**config.mk**
```make
export PLATFORM = sky130hd
export DESIGN_NAME = add_share_arbiter
export DESIGN_NICKNAME = d
export VERILOG_FILES = /design/src/rtl/add_share_arbiter.sv
export SDC_FILE = /design/constraint.sdc
export NUM_CORES = 1
export LEC_CHECK = 0
export CAP_MARGIN = 20
export CORE_UTILIZATION = 50
export DETAILED_ROUTE_END_ITERATION = 8
export DONT_BUFFER_PORTS = 1
export HOLD_SLACK_MARGIN = 0.05
export PLACE_DENSITY = 0.67
export SLEW_MARGIN = 20
export SYNTH_ARGS = -nofsm -noshare
export SYNTH_HDL_FRONTEND = slang
export SYNTH_SLANG_ARGS = --single-unit
```
**constraint.sdc**
```tcl
create_clock -name clk -period 7.85 [get_ports clk]
set_input_delay 0.3925 -clock clk [delete_from_list [all_inputs] [get_ports clk]]
set_output_delay 0.3925 -clock clk [all_outputs]
set_load 0.01 [all_outputs]
```
**src/rtl/add_share_arbiter.sv**
```systemverilog
// ---------------------------------------------------------------------------
// add_share_arbiter
//
// Shares one 32-bit adder between NREQ requesters. Each cycle at most one
// valid requester is granted, using a round-robin pointer. The granted
// operands are summed. The sum, the Zero/Overflow/Negative flags and the
// requester tag are captured in a one-entry output register. That register
// drains through an out_valid/out_ready handshake.
//
// Build option:
//   ADD_SHARE_FIXED_PRIO_EN - when defined, the round-robin pointer is
//   removed and the lowest-index valid requester always wins.
//
// Ports:
//   clk, rst_n      - clock, synchronous active-low reset
//   req_valid       - [NREQ]      per-requester request valid
//   req_ready       - [NREQ]      per-requester accept (one-hot or zero)
//   req_a, req_b    - [32*NREQ]   operands, requester i at [32i+31:32i]
//   req_signed      - [NREQ]      1 = signed add, 0 = unsigned add
//   out_valid       - result register holds a valid result
//   out_ready       - consumer takes the result
//   out_id          - [IDW]       requester that owns the result
//   out_s           - [32]        A+B mod 2^32
//   out_zero/ovf/neg- result flags
// ---------------------------------------------------------------------------
module add_share_arbiter #(
    parameter int NREQ = 2,
    parameter int IDW  = 3
) (
    input  logic                 clk,
    input  logic                 rst_n,
    input  logic [NREQ-1:0]      req_valid,
    output logic [NREQ-1:0]      req_ready,
    input  logic [32*NREQ-1:0]   req_a,
    input  logic [32*NREQ-1:0]   req_b,
    input  logic [NREQ-1:0]      req_signed,
    output logic                 out_valid,
    input  logic                 out_ready,
    output logic [IDW-1:0]       out_id,
    output logic [31:0]          out_s,
    output logic                 out_zero,
    output logic                 out_ovf,
    output logic                 out_neg
);

    typedef enum logic {
        ST_EMPTY = 1'b0,
        ST_FULL  = 1'b1
    } state_t;

    state_t         state_q, state_d;
    logic [IDW-1:0] id_q, id_d;
    logic [31:0]    s_q, s_d;
    logic           zero_q, zero_d;
    logic           ovf_q, ovf_d;
    logic           neg_q, neg_d;

    // Unpack the operand buses so that the selection mux is a plain loop.
    logic [31:0] a_arr [NREQ];
    logic [31:0] b_arr [NREQ];

    generate
        for (genvar gi = 0; gi < NREQ; gi++) begin : g_unpack
            assign a_arr[gi] = req_a[32*gi +: 32];
            assign b_arr[gi] = req_b[32*gi +: 32];
        end
    endgenerate

    logic [NREQ-1:0] grant_oh;
    logic [IDW-1:0]  grant_id;
    logic            grant_any;
    logic            can_accept;
    logic            accept;

`ifndef ADD_SHARE_FIXED_PRIO_EN
    logic [IDW-1:0]  rr_ptr_q, rr_ptr_d;
`endif

    // ---------------- arbitration ----------------
    always_comb begin
        grant_oh  = '0;
        grant_id  = '0;
        grant_any = 1'b0;
`ifdef ADD_SHARE_FIXED_PRIO_EN
        for (int i = 0; i < NREQ; i++) begin
            if (!grant_any && req_valid[i]) begin
                grant_any   = 1'b1;
                grant_oh[i] = 1'b1;
                grant_id    = IDW'(i);
            end
        end
`else
        // Two passes: first look at indices at or above the pointer. If
        // none is valid, the second pass wraps and takes the lowest valid
        // index.
        for (int i = 0; i < NREQ; i++) begin
            if (!grant_any && req_valid[i] && (IDW'(i) >= rr_ptr_q)) begin
                grant_any   = 1'b1;
                grant_oh[i] = 1'b1;
                grant_id    = IDW'(i);
            end
        end
        for (int i = 0; i < NREQ; i++) begin
            if (!grant_any && req_valid[i]) begin
                grant_any   = 1'b1;
                grant_oh[i] = 1'b1;
                grant_id    = IDW'(i);
            end
        end
`endif
    end

    assign can_accept = (state_q == ST_EMPTY) | out_ready;
    assign req_ready  = (rst_n && can_accept) ? grant_oh : '0;
    assign accept     = grant_any & can_accept & rst_n;

    // ---------------- shared adder ----------------
    logic [31:0] a_sel, b_sel, sum;
    logic        sgn_sel, ovf_s, ovf_u, ovf_c;

    always_comb begin
        a_sel   = '0;
        b_sel   = '0;
        sgn_sel = 1'b0;
        for (int i = 0; i < NREQ; i++) begin
            if (grant_oh[i]) begin
                a_sel   = a_arr[i];
                b_sel   = b_arr[i];
                sgn_sel = req_signed[i];
            end
        end
    end

    assign sum   = a_sel + b_sel;
    assign ovf_s = (a_sel[31] & b_sel[31] & ~sum[31]) | (~a_sel[31] & ~b_sel[31] & sum[31]);
    // Carry out of bit 31, rebuilt from the MSBs so the adder stays 32 bits.
    assign ovf_u = (a_sel[31] & b_sel[31]) | (a_sel[31] & ~sum[31]) | (b_sel[31] & ~sum[31]);
    assign ovf_c = sgn_sel ? ovf_s : ovf_u;

    // ---------------- result register FSM ----------------
    always_comb begin
        state_d = state_q;
        id_d    = id_q;
        s_d     = s_q;
        zero_d  = zero_q;
        ovf_d   = ovf_q;
        neg_d   = neg_q;
`ifndef ADD_SHARE_FIXED_PRIO_EN
        rr_ptr_d = rr_ptr_q;
`endif
        if (accept) begin
            state_d = ST_FULL;
            id_d    = grant_id;
            s_d     = sum;
            ovf_d   = ovf_c;
            zero_d  = (sum == 32'd0) & ~ovf_c;
            // When the operand signs match, the true sign is the operand
            // sign, even if the 32-bit sum overflowed.
            neg_d   = sgn_sel & ((a_sel[31] ^ b_sel[31]) ? sum[31] : a_sel[31]);
`ifndef ADD_SHARE_FIXED_PRIO_EN
            rr_ptr_d = (grant_id == IDW'(NREQ - 1)) ? '0 : grant_id + 1'b1;
`endif
        end else if (out_ready) begin
            state_d = ST_EMPTY;
        end
    end

    always_ff @(posedge clk) begin
        if (!rst_n) begin
            state_q  <= ST_EMPTY;
            id_q     <= '0;
            s_q      <= '0;
            zero_q   <= 1'b0;
            ovf_q    <= 1'b0;
            neg_q    <= 1'b0;
`ifndef ADD_SHARE_FIXED_PRIO_EN
            rr_ptr_q <= '0;
`endif
        end else begin
            state_q  <= state_d;
            id_q     <= id_d;
            s_q      <= s_d;
            zero_q   <= zero_d;
            ovf_q    <= ovf_d;
            neg_q    <= neg_d;
`ifndef ADD_SHARE_FIXED_PRIO_EN
            rr_ptr_q <= rr_ptr_d;
`endif
        end
    end

    assign out_valid = (state_q == ST_FULL);
    assign out_id    = id_q;
    assign out_s     = s_q;
    assign out_zero  = zero_q;
    assign out_ovf   = ovf_q;
    assign out_neg   = neg_q;

endmodule

```
* After elaboration in Yosys (flattened, before gate mapping)
Cells that the tools add are included.
** Word-level totals
- Output and inout bits :: 41
- Input bits :: 135
- Register bits :: 42
- Logic and storage cells :: 65
** Cells by class
- Multiplexer cells :: 22
- Add/subtract/negate cells :: 2
- Reductions and logical operators :: 11
- Bitwise operators :: 20
- Order comparisons :: 2
- Equality and inequality tests :: 1
** Operators with widths (count)
- $mux W32 :: 4
- $add A32 B32 Y32 :: 1
- $logic_not A32 Y1 :: 1
- $mux W1 :: 14
- $and A1 B1 Y1 :: 10
- $mux W3 :: 3
- $ge A1 B3 Y1 const A :: 2
- $logic_and A1 B1 Y1 :: 6
- $not A1 Y1 :: 5
- $or A1 B1 Y1 :: 4
- $add A3 B1 Y3 const B :: 1
- $eq A3 B1 Y1 const B :: 1
- $logic_not A1 Y1 :: 3
- $mux W2 :: 1
- $reduce_bool A2 Y1 :: 1
- $xor A1 B1 Y1 :: 1

* Logic depth before layout (Yosys ltp)
- Depth after elaboration :: 22
- Depth in mapped cells :: 27
- Mapped depth without buffers :: 24

* Worst setup path after synthesis
Ideal clock, no wire load.
- Path type :: input-to-reg
- Start :: input port req_valid[0]
- End :: register zero_q, in the netlist out_zero
- Setup time :: 0.069 ns
- Slack :: 2.314 ns
- Stages :: 26
- Required time :: 7.781 ns
- Path buffers :: 3
- Arrival time :: 5.467 ns
- Cell sequence :: a21boi_0 > clkbuf_1 > clkbuf_1 > a22o_1 > ha_1 > buf_6 > a211oi_2 > nor2_1 > or3b_1 > a221o_1 > a211o_1 > o22a_2 > a21o_1 > a22o_1 > o21ai_1 > nor2b_1 > fa_1 > mux2i_1 > mux2i_1 > nor3_1 > nand4b_1 > and4b_1 > nand4_1 > nor4_1 > nand4_1 > o21ai_1
** Between the ends
- Word-level cells in the longest chain between the ends :: 21
- Elaborated cells between the ends (all ways) :: 40
- Classes of those cells :: 1 x add/sub; 14 x mux; 16 x bitwise; 9 x reduce/logical
** RTL lines
- start, declared :: RTL line 32 : input logic [NREQ-1:0] req_valid,
- $logic_and A1 B1 Y1 :: RTL line 97 : if (!grant_any && req_valid[i] && (IDW'(i) >= rr_ptr_q)) begin
- $mux W1 :: RTL line 97
- $logic_not A1 Y1 :: RTL line 97
- $logic_and A1 B1 Y1 (2 in series) :: RTL line 97
- $mux W1 :: RTL line 97
- $logic_not A1 Y1 :: RTL line 104 : if (!grant_any && req_valid[i]) begin
- $logic_and A1 B1 Y1 :: RTL line 104
- $mux W1 :: RTL line 104
- (+3 left out)
- $mux W32 :: RTL line 126 : if (grant_oh[i]) begin
- $add A32 B32 Y32 :: RTL line 134 : assign sum = a_sel + b_sel;
- $not A1 Y1 :: RTL line 135, 137
- $and A1 B1 Y1 :: RTL line 137 : assign ovf_u = (a_sel[31] & b_sel[31]) | (a_sel[31] & ~sum[31]) | (b_sel[31] & ~sum[31]);
- $or A1 B1 Y1 (2 in series) :: RTL line 137
- $mux W1 :: RTL line 138 : assign ovf_c = sgn_sel ? ovf_s : ovf_u;
- $not A1 Y1 :: RTL line 156 : zero_d = (sum == 32'd0) & ~ovf_c;
- $and A1 B1 Y1 :: RTL line 156
- end signal, assigned :: RTL line 183 : zero_q <= zero_d;
- end, declared :: RTL line 54 : logic zero_q, zero_d;
Parallel ways exist; a longest one is shown, timed or not.
A chain may end at the register's enable or synchronous reset.

* Final worst setup path
- Start :: register rr_ptr_q[0]
- End :: register zero_q, in the netlist out_zero
** Between the ends
- Word-level cells in the longest chain between the ends :: 22
- Elaborated cells between the ends (all ways) :: 42
- Classes of those cells :: 1 x add/sub; 2 x order compare; 14 x mux; 16 x bitwise; 9 x reduce/logical
** RTL lines
- start, declared :: RTL line 76 : logic [IDW-1:0] rr_ptr_q, rr_ptr_d;
- start signal, assigned :: RTL line 187 : rr_ptr_q <= rr_ptr_d;
- $ge A1 B3 Y1 :: RTL line 97
- $logic_and A1 B1 Y1 :: RTL line 97
- $mux W1 :: RTL line 97
- $logic_not A1 Y1 :: RTL line 97
- $logic_and A1 B1 Y1 (2 in series) :: RTL line 97
- $mux W1 :: RTL line 97
- $logic_not A1 Y1 :: RTL line 104
- $logic_and A1 B1 Y1 :: RTL line 104
- (+4 left out)
- $mux W32 :: RTL line 126
- $add A32 B32 Y32 :: RTL line 134
- $not A1 Y1 :: RTL line 135, 137
- $and A1 B1 Y1 :: RTL line 137
- $or A1 B1 Y1 (2 in series) :: RTL line 137
- $mux W1 :: RTL line 138
- $not A1 Y1 :: RTL line 156
- $and A1 B1 Y1 :: RTL line 156
Parallel ways exist; a longest one is shown, timed or not.

==> flow_metrics.env <==
export IMPL_cts_sinks=38
export IMPL_nets=639
export IMPL_port_buffers=0
export IMPL_ant_nets=0
export IMPL_cts_tree="built"
export IMPL_ir_drop_uv=71.9
export IMPL_root_buffer="clkbuf_8"
export IMPL_startpoint_type="flop"
export IMPL_synth_top_area_cell="dfxtp_1"
export IMPL_fin_crit_ns=6.05
export IMPL_power_density_mw_per_mm2=204
export IMPL_die_y_um=89.7
export IMPL_drc=0
export IMPL_drv_cap=0
export IMPL_clock_latency_ns=0.29
export IMPL_detail_route_vias_per_cell=6.36
export IMPL_setup_viol=0
export IMPL_slew_viol_final=0
export IMPL_numCtsBuffers=5
export IMPL_grt_pass1_vias=3348
export IMPL_synth_area_leaders="dfxtp_1, a22o_1, ha_1, nand3_1, o21ai_0"
export IMPL_die_w_um=89.7
export IMPL_worst_path_buf_inv=0
export IMPL_drtIter0Drc=208
export IMPL_min_path_type="input pin to flop"
export IMPL_yosysSeqAreaShare_pct=19.8
export IMPL_critPathKind="flop to flop"
export IMPL_drive_above_1_share_pct=4.47
export IMPL_crit_family="simple AND/OR/NAND/NOR gates"
export IMPL_clk_pin_slew_ns=0.07
export IMPL_grt_max_degree=60
export IMPL_antenna_found_initial=0
export IMPL_place_gp_congestion=0.976
export IMPL_overflow=0
export IMPL_finalSetupTns_ns=0
export IMPL_clockBufferDepth=2
export IMPL_cp_data_required_time_ns=8.07
export IMPL_cts_hold_fix_buffers=0
export IMPL_groute_usage_overall_pct=24.7
export IMPL_worstMarginPinSlew_ns=0.927
export IMPL_leakage_uw=0.00170
export IMPL_wire_per_inst_um=17.5
export IMPL_avgSynthCellArea_um2=7.72
export IMPL_ys_types=60
export IMPL_cts_setup_buffers=0
export IMPL_vias=3619
export IMPL_slowest_delay_ns=0.67
export IMPL_synth_warnings=0
export IMPL_slowest_stage="and2_2"
export IMPL_core_area_mm2=0.00733
export IMPL_relSlewSlack_pct=38.2
export IMPL_crit_arrival_ns=6.27
export IMPL_post_route_period_util_pct=77.1
export IMPL_clock_fmax_mhz=165
export IMPL_dp_hpwl_mm=7.69
export IMPL_synth_seq_cells=38
export IMPL_num_rows=31
export IMPL_worst_path_max_fanout=45
export IMPL_synth_area_mm2=0.00384
export IMPL_yosysTopAreaCellShare_pct=19.8
export IMPL_insertedDiodeCount=0
export IMPL_crit_chain="nand2b_1 > and2_2 > a22o_1 > ha_1 > a21oi_1 > or3b_1 > a221o_1 > a211o_1 > o22a_2 > a21o_1 > a22o_1 > o21ai_1 > nor2b_1 > fa_1 > mux2i_1 > mux2i_1 > nor3_1 > nand4b_1 > and4b_1 > nand4_1 > nor4_1 > nand4_1 > o21ai_1"
export IMPL_die_area_mm2=0.00804
export IMPL_grt_pass1_wl_mm=15.6
export IMPL_synth_cells=498
export IMPL_cts_resized=0
export IMPL_rsz0062_at_grt="no"
export IMPL_area_delta_synth_final_pct=3.58
export IMPL_fillers=702
export IMPL_finalPower_uw=811
export IMPL_skew_ns=0.00151
export IMPL_synth_edf_count=0
export IMPL_synth_main_ff_cell="dfxtp_1"
export IMPL_status="complete, no violations"
export IMPL_async_reset_ff_share_pct=0
export IMPL_initial_core_util_pct=52.4
export IMPL_boundaryPins=176
export IMPL_cp_end_kind="flop"
export IMPL_cts_htree_levels=2
export IMPL_hold_violations=0
export IMPL_finalWirelength_mm=9.97
export IMPL_firstDrtPassIters=4
-- cells in the final DEF (no fill, tap or decap), types with 4 or more instances in the layout --
cell type,count
a21oi_1,28
nand2b_1,5
a22o_1,63
or3_1,4
o21a_1,6
xor2_1,13
o21ai_1,4
nand4_1,8
nor2_1,20
nor3b_1,4
a21o_1,11
nand2_1,40
ha_1,33
and3_1,6
dfxtp_1,38
nor4_1,4
nand3_1,40
a211oi_1,11
o21ai_0,35
nor3_1,7
inv_1,10
xnor2_1,11
clkbuf_8,6
nor2b_1,4
-- logic make-up (layout without fill, tap and decap cells) --
kind of cell,after synthesis,count (layout),synth area share (%)
AOI/OAI and AO/OA,193,193,36.4
xor gates and xnor gates,24,24,5.47
adders and majority gates,35,35,11.8
buffers and inverters,50,21,5.34
DFF,38,38,19.8
muxes,4,4,1.07
other,1,2,0.0976
and+or+nand+nor,153,153,20.1
-- path summary, 6_finish.rpt --
kind | endpoint | depth (start not counted) | start | slack (ns)
max | out_zero | 23 | rr_ptr_q[0] | 1.80
min | rr_ptr_q[0] | 1 | req_valid[1] | 0.21
max reg2reg | out_zero | 23 | rr_ptr_q[0] | 1.80
min reg2reg | out_ovf | 2 | out_ovf | 0.50
-- flip-flops by register name, indices dropped and copies added (netlist names) --
signal     flops
out_s         32
out_id         1
out_neg        1
out_ovf        1
out_valid      1
out_zero       1
rr_ptr_q       1
-- cell type report --
type                            count  area (µm²)  share of cell area (%)
Clock inverter                      2        60.1                    1.51
Sequential cell                    38         761                    19.1
Inverter                           10        37.5                   0.943
Multi-Input combinational cell    411        2890                    72.7
Tap cell                           99         124                    3.11
Timing Repair Buffer                3        22.5                   0.566
Clock buffer                        6        82.6                    2.07
-- cells in the mapped netlist (4+ instances only) --
cell      number
a211oi_1      11
a21boi_0       4
a21o_1        11
a21oi_1       28
a22o_1        63
and3_1         6
buf_1          4
clkbuf_1      31
dfxtp_1       38
ha_1          33
inv_1         10
nand2_1       40
nand2b_1       5
nand3_1       40
nand4_1        8
nor2_1        20
nor2b_1        4
nor3_1         7
nor3b_1        4
nor4_1         4
o21a_1         6
o21ai_0       35
o21ai_1        4
or3_1          4
xnor2_1       11
xor2_1        13
-- where the power goes --
part	total [µW]	leakage [µW]	switching, µW	internal (µW)
registers	268	0.000315	41.0	227
clock network	206	0.0000714	70.0	136
logic	338	0.00132	198	140
-- layer usage --
layer	vias to the layer above	track usage, %	wire length (µm)
li1	1839	-	-
met1	1638	32.8	4500
met2	132	42.0	4640
met3	10	5.12	729
met4	0	3.90	104
met5	-	0	0
-- per-stage QoR --
step | cell area, µm² | setup WS (ns) | utilization [%] | hold WS [ns] | cells
final | 3980 | 1.80 | 54.3 | 0.213 | 569
after floorplan | 3850 | 2.31 | - | 0.456 | 499
after detailed placement | 3840 | 1.89 | 52.4 | 0.493 | 561
after global routing | 3980 | 1.36 | 54.3 | 0.209 | 569
after global placement | 3840 | 2.05 | 52.4 | 0.488 | 561
after CTS | 3980 | 1.76 | 54.3 | 0.208 | 569
(Power assumes the default switching activity.)
